--- config.mk ---
export PLATFORM = sky130hd
export DESIGN_NAME = nanov_sequencer
export DESIGN_NICKNAME = d
export VERILOG_FILES = /design/src/rtl/nanov_sequencer.sv
export SDC_FILE = /design/constraint.sdc
export NUM_CORES = 1
export LEC_CHECK = 0
export ABC_AREA = 1
export BUFFER_PORTS_ARGS = -buffer_cell sky130_fd_sc_hd__buf_4
export CAP_MARGIN = 20
export CORE_MARGIN = 2
export CORE_UTILIZATION = 50
export DETAILED_ROUTE_END_ITERATION = 8
export GPL_ROUTABILITY_DRIVEN = 0
export GPL_TIMING_DRIVEN = 0
export PLACE_DENSITY = 0.79
export SLEW_MARGIN = 20
export SYNTH_ARGS = -nofsm -noshare
export SYNTH_HDL_FRONTEND = slang
export SYNTH_SLANG_ARGS = --single-unit
--- constraint.sdc ---
create_clock -name clk -period 5.13 [get_ports clk]
set_input_delay 0 -clock clk [delete_from_list [all_inputs] [get_ports clk]]
set_output_delay 0 -clock clk [all_outputs]
set_load 0.01 [all_outputs]
--- src/rtl/nanov_sequencer.sv ---
// nanov_sequencer
//   Instruction sequencer for the bit-serial nanoV core. Generates the
//   counter/cycle timebase, collects the serial instruction stream into a
//   32-bit prefetch buffer, presents instr/next_instr to the core, sets how
//   many 32-clock cycles each instruction occupies and drives the memory
//   data-shift window. NOP bubbles are inserted when no complete word is ready.
//
// Ports
//   clk            core clock, all state on rising edge
//   rst            synchronous active-high reset
//   fetch_bit      serial instruction bit, LSB first
//   fetch_valid    fetch_bit qualifier
//   fetch_ready    buffer accepts a bit this clock (combinational)
//   fetch_restart  one-clock pulse: discard stream, refetch from new PC
//   branch         branch/jump-taken indication from the core
//   instr          current instruction
//   next_instr     bits [30:0] of the following instruction
//   cycle          cycle index within the instruction (0..2)
//   counter        bit index within the cycle (0..31)
//   shift_data_out memory data window active
//   mem_start      one-clock pulse at the start of the data window
//   bubble_count   (NANOV_SEQ_BUBBLE_COUNT_EN only) saturating NOP-retire count
//
// Configuration macro: NANOV_SEQ_BUBBLE_COUNT_EN

module nanov_sequencer #(
    parameter logic [31:0] NOP_INSTR = 32'h00000013
) (
    input  logic        clk,
    input  logic        rst,
    input  logic        fetch_bit,
    input  logic        fetch_valid,
    output logic        fetch_ready,
    output logic        fetch_restart,
    input  logic        branch,
    output logic [31:0] instr,
    output logic [30:0] next_instr,
    output logic [2:0]  cycle,
    output logic [4:0]  counter,
    output logic        shift_data_out,
    output logic        mem_start
`ifdef NANOV_SEQ_BUBBLE_COUNT_EN
    ,
    output logic [15:0] bubble_count
`endif
);

    typedef enum logic [1:0] {
        CYC_0 = 2'd0,
        CYC_1 = 2'd1,
        CYC_2 = 2'd2
    } cyc_e;

    cyc_e        cyc_q;
    cyc_e        cyc_d;
    logic [31:0] buf_q;
    logic [5:0]  fill_q;
    logic        taken_q;

    logic [6:0]  opcode;
    logic [2:0]  funct3;
    logic        is_op, is_opimm, is_lui, is_auipc;
    logic        is_jal, is_jalr, is_branch, is_store, is_load;
    logic        is_shift, is_mem;
    logic        branch_take, jump_take, take;
    logic        last_cycle, retire, accept;
    logic        buf_full;

    assign opcode = instr[6:0];
    assign funct3 = instr[14:12];

    assign is_op     = (opcode == 7'b0110011);
    assign is_opimm  = (opcode == 7'b0010011);
    assign is_lui    = (opcode == 7'b0110111);
    assign is_auipc  = (opcode == 7'b0010111);
    assign is_jal    = (opcode == 7'b1101111);
    assign is_jalr   = (opcode == 7'b1100111);
    assign is_branch = (opcode == 7'b1100011);
    assign is_store  = (opcode == 7'b0100011);
    assign is_load   = (opcode == 7'b0000011);
    assign is_shift  = (is_op || is_opimm) && (funct3[1:0] == 2'b01);
    assign is_mem    = is_load || is_store;

    // Branches resolve at the last clock of cycle 0, jumps at its first clock.
    assign branch_take = is_branch && (cyc_q == CYC_0) && (counter == 5'd31) && branch;
    assign jump_take   = (is_jal || is_jalr) && (cyc_q == CYC_0) && (counter == 5'd0) && branch;
    assign take        = branch_take || jump_take;

    always_comb begin
        last_cycle = (cyc_q == CYC_0);
        if (is_load) begin
            last_cycle = (cyc_q == CYC_2);
        end else if (is_store || is_jal || is_jalr || is_shift) begin
            last_cycle = (cyc_q == CYC_1);
        end else if (is_branch) begin
            // A branch taken in this very clock extends to a second cycle.
            last_cycle = (taken_q || branch_take) ? (cyc_q == CYC_1) : (cyc_q == CYC_0);
        end else if (is_lui || is_auipc) begin
            last_cycle = (cyc_q == CYC_0);
        end
    end

    assign retire      = (counter == 5'd31) && last_cycle;
    assign buf_full    = (fill_q == 6'd32);
    assign fetch_ready = !buf_full || retire;
    // Bits offered while the restart pulse is out belong to the old stream.
    assign accept      = fetch_valid && fetch_ready && !fetch_restart;

    assign next_instr = (fill_q >= 6'd31) ? buf_q[30:0] : NOP_INSTR[30:0];
    assign cycle      = {1'b0, cyc_q};

    always_comb begin
        cyc_d = cyc_q;
        if (counter == 5'd31) begin
            if (retire) begin
                cyc_d = CYC_0;
            end else begin
                case (cyc_q)
                    CYC_0:   cyc_d = CYC_1;
                    CYC_1:   cyc_d = CYC_2;
                    default: cyc_d = CYC_0;
                endcase
            end
        end
    end

    always_ff @(posedge clk) begin
        if (rst) begin
            counter        <= '0;
            cyc_q          <= CYC_0;
            buf_q          <= '0;
            fill_q         <= '0;
            taken_q        <= 1'b0;
            instr          <= NOP_INSTR;
            fetch_restart  <= 1'b1;
            shift_data_out <= 1'b0;
            mem_start      <= 1'b0;
`ifdef NANOV_SEQ_BUBBLE_COUNT_EN
            bubble_count   <= '0;
`endif
        end else begin
            counter       <= counter + 5'd1;
            cyc_q         <= cyc_d;
            fetch_restart <= take;

            if (retire) begin
                taken_q <= 1'b0;
            end else if (branch_take) begin
                taken_q <= 1'b1;
            end

            // instr only changes at retire, where cyc_d is CYC_0, so the
            // current decode is valid for the next-state window flags.
            shift_data_out <= is_mem && (cyc_d == CYC_1);
            mem_start      <= is_mem && (cyc_d == CYC_1) && (cyc_q == CYC_0);

            // take and retire are never asserted in the same clock.
            if (take) begin
                fill_q <= '0;
            end else if (retire && buf_full) begin
                instr <= buf_q;
                if (accept) begin
                    buf_q[0] <= fetch_bit;
                    fill_q   <= 6'd1;
                end else begin
                    fill_q   <= '0;
                end
            end else if (retire && (fill_q == 6'd31) && accept) begin
                instr  <= {fetch_bit, buf_q[30:0]};
                fill_q <= '0;
            end else begin
                if (retire) begin
                    instr <= NOP_INSTR;
`ifdef NANOV_SEQ_BUBBLE_COUNT_EN
                    if (bubble_count != 16'hFFFF) begin
                        bubble_count <= bubble_count + 16'd1;
                    end
`endif
                end
                if (accept) begin
                    buf_q[fill_q[4:0]] <= fetch_bit;
                    fill_q             <= fill_q + 6'd1;
                end
            end
        end
    end

endmodule

==> parameters.txt <==
Parameter                              Value

Logic synthesis
  Library cell with the highest instance count after synthesis    nor2_1
  Syn_nets    631
  Cell taking the most area after synthesis    dfxtp_1
  Number of flops mapped to enable cells by yosys    0
  Fraction of registers with async set/reset    0%
  Post-synthesis sequential area ratio    38.30%
  Distinct cell type count of the synthesized netlist    33
  Syn Area/Cell    6.840 um^2
  Share of the synthesized area in the top cell type    38.30%
  Commonest cells in the netlist    nor2_1 (151), nand2_1 (121), dfxtp_1 (81), inv_1 (65)
  Warning count from the yosys run    0
  Cells taking the most area after synthesis    dfxtp_1 (38%), nor2_1 (13%), nand2_1 (11%), a21oi_2 (5.8%), inv_1 (5.8%)
  Area of the mapped netlist    0.004234 mm^2
  Number of flip-flops and latches in the synthesized netlist    81
  Dominant register cell in the synthesized netlist    dfxtp_1
  Synth Instances    619

Timing
  Setup TNS    0 ns
  Worst hold margin    0.02203 ns
  Final setup viols    0
  Number of slew-limit violations in the final report    0
  RSZ-0062 raised after global routing    false
  Min setup slack post-route    2.407 ns
  Rel. slew slack    52.94%
  Total count of hold-check failures in the final report    0
  Worst Clk Skew    0.008168 ns
  Final period utilization    53.09%
  Transition time of the tightest slew-check pin    0.7059 ns
  Max Freq    367.2 MHz
  Shortest period the worst path allows    2.723 ns

Routing
  Residual DRC count    0
  Total wirelength of the detailed-routed design    11.35 mm
  Residual antenna-violating net count after detailed routing    0
  Initial DRT Pass Iterations    5
  Wire length per cell    13.89 um
  DRC marker count from the first detailed-route iteration    225
  Total vias in the final route    4286
  Via/cell ratio    5.246

GRT
  Wire length of the first global-routing pass    18.51 mm
  Initial antenna violation count    0
  Pin count of the biggest net entering global routing    15
  GRT Util Overall    25.91%
  Vias in the first global route    3923
  Remaining Overflow, GRT    0

Placement
  Placement Cell Area    0.004943 mm^2
  IO buf count    77
  Sum of net half-perimeters after detailed placement    8.536 mm
  Post-Place Worst Slack    2.439 ns

Clocking
  Post-CTS Setup Repair Bufs    0
  Depth of the CTS H-tree    3
  Clock net sink count    81
  Number of instances resized during post-cts repair    0
  Clock Root Buffer    clkbuf_8
  Number of buffers added by the clock tree synthesis step    9
  TritonCTS clock tree    built
  CTS max path bufs    2
  Clock transition at the registers of the reported paths    0.09 ns
  Hold buffer count at cts    1
  Clock latency on the worst-skew pair    0.37 ns

Min path
  Hold path startpoint    fetch_bit
  Class of the most critical hold timing path    in2reg

Critical path
  Critical Path RT    5.38 ns
  R2R Path Start    counter[0]
  Critical path fanouts, max    10
  Critical path endpoint category    flip-flop
  Worst Path Arrival    2.98 ns
  Path type of the worst setup path    reg2reg
  CP startpoint kind    flip-flop
  Startpoint of the most critical setup path    counter[0]

Final layout
  Relative area change from synthesis to final layout    22.10%
  Nets    720
  Proportion of layout cells with a drive suffix above 1    25.42%
  Diodes inserted    0
  Post-route design area    0.005170 mm^2

Floorplanning
  Initial core utilization    51.53%
  CORE AREA    0.008217 mm^2
  Boundary Pins    80
  Floorplan die height    96.02 um
  Std cell rows    33
  Chip width    96.02 um
  Area of the die    0.009220 mm^2

Power
  PD cells    236.4 mW/mm^2
  Standby leakage power    2.272 nW
  Worst vdd rail ir drop    124.0 uV
  Final Total Pwr    1.222 mW

Job
  Max-cap check violation count    0

Outcome
  Result of the run    finished, final reports clean
## worst paths after layout
check	end	slack, ns	cells past startpoint
setup / recovery	instr[4]	2.41	18
hold reg to reg	instr[22]	0.46	2
hold / removal	buf_q[23]	0.02	3
setup reg to reg	instr[4]	2.41	18
## flip-flops by register name, indices dropped and copies added (netlist names)
register / flops
buf_q: 32
counter: 5
cyc_q: 2
fetch_restart: 1
fill_q: 6
instr: 32
mem_start: 1
shift_data_out: 1
taken_q: 1
## cell families after synthesis
group           share of synthesized area [%]
flops                                   38.30
compound gates                          9.752
other cells                           0.08857
simple gates                            38.71
mux                                    0.5319
fa+ha+maj                               2.068
buf+inv                                 10.55
## final cells by class
cell class / count / area, um^2
plain buffers: 32 / 187.7
clock buffers: 9 / 123.9
clock inverters: 6 / 92.59
fillers: 724 / 3047
inverters: 69 / 259.0
multi-input cells: 437 / 2166
flip-flops and latches: 81 / 1622
well taps: 105 / 131.4
repair buffers: 78 / 588.1
## metal layers
| metal | wire [um] | up-vias | GRT usage [%] |
|---|---|---|---|
| met1 | 4996 | 1968 | 34.71 |
| met5 | 0 | - | 0 |
| met4 | 195 | 0 | 9.167 |
| met3 | 862 | 19 | 5.325 |
| li1 | - | 2109 | - |
| met2 | 5293 | 190 | 41.32 |
## worst max-delay path: stages, from the launching register on
cell,delay [ns]
dfxtp_1,0.40
ha_1,0.20
nand2_1,0.08
nor2_1,0.09
ha_1,0.26
nand3_1,0.12
nor2_2,0.17
o21ai_2,0.09
nand3_1,0.09
nand3_1,0.10
nand2_2,0.12
nand2_2,0.11
inv_2,0.14
nand2_4,0.09
o21ai_4,0.16
buf_12,0.20
nand2_2,0.06
o21ai_1,0.07
nand2_1,0.06
## cell usage in the layout (no fill, tap or decap), types with 4 or more instances in the layout
master	count
a21oi_1	10
a21oi_2	28
buf_1	5
buf_2	8
buf_4	79
clkbuf_1	13
clkbuf_8	9
dfxtp_1	81
ha_1	7
inv_1	65
nand2_1	121
nand2_2	34
nand3_1	20
nand4_1	34
nor2_1	151
nor3_1	4
o21ai_0	11
## metrics by stage
stage,std cells,utilization [%]
3_3_place_gp,801,60.16
5_1_grt,817,62.92
2_1_floorplan,619,-
6_report,817,62.92
4_1_cts,817,62.92
3_5_place_dp,801,60.16
## power breakdown
group          switching (mW)  leakage, nW  internal, mW  total, mW
Combinational          0.0448         1.52        0.0178     0.0626
Sequential            0.00398        0.654         0.633      0.637
Clock                   0.249        0.102         0.274      0.523
Total                   0.298         2.27         0.924       1.22
Note: power is estimated with default switching activity, not from simulation.
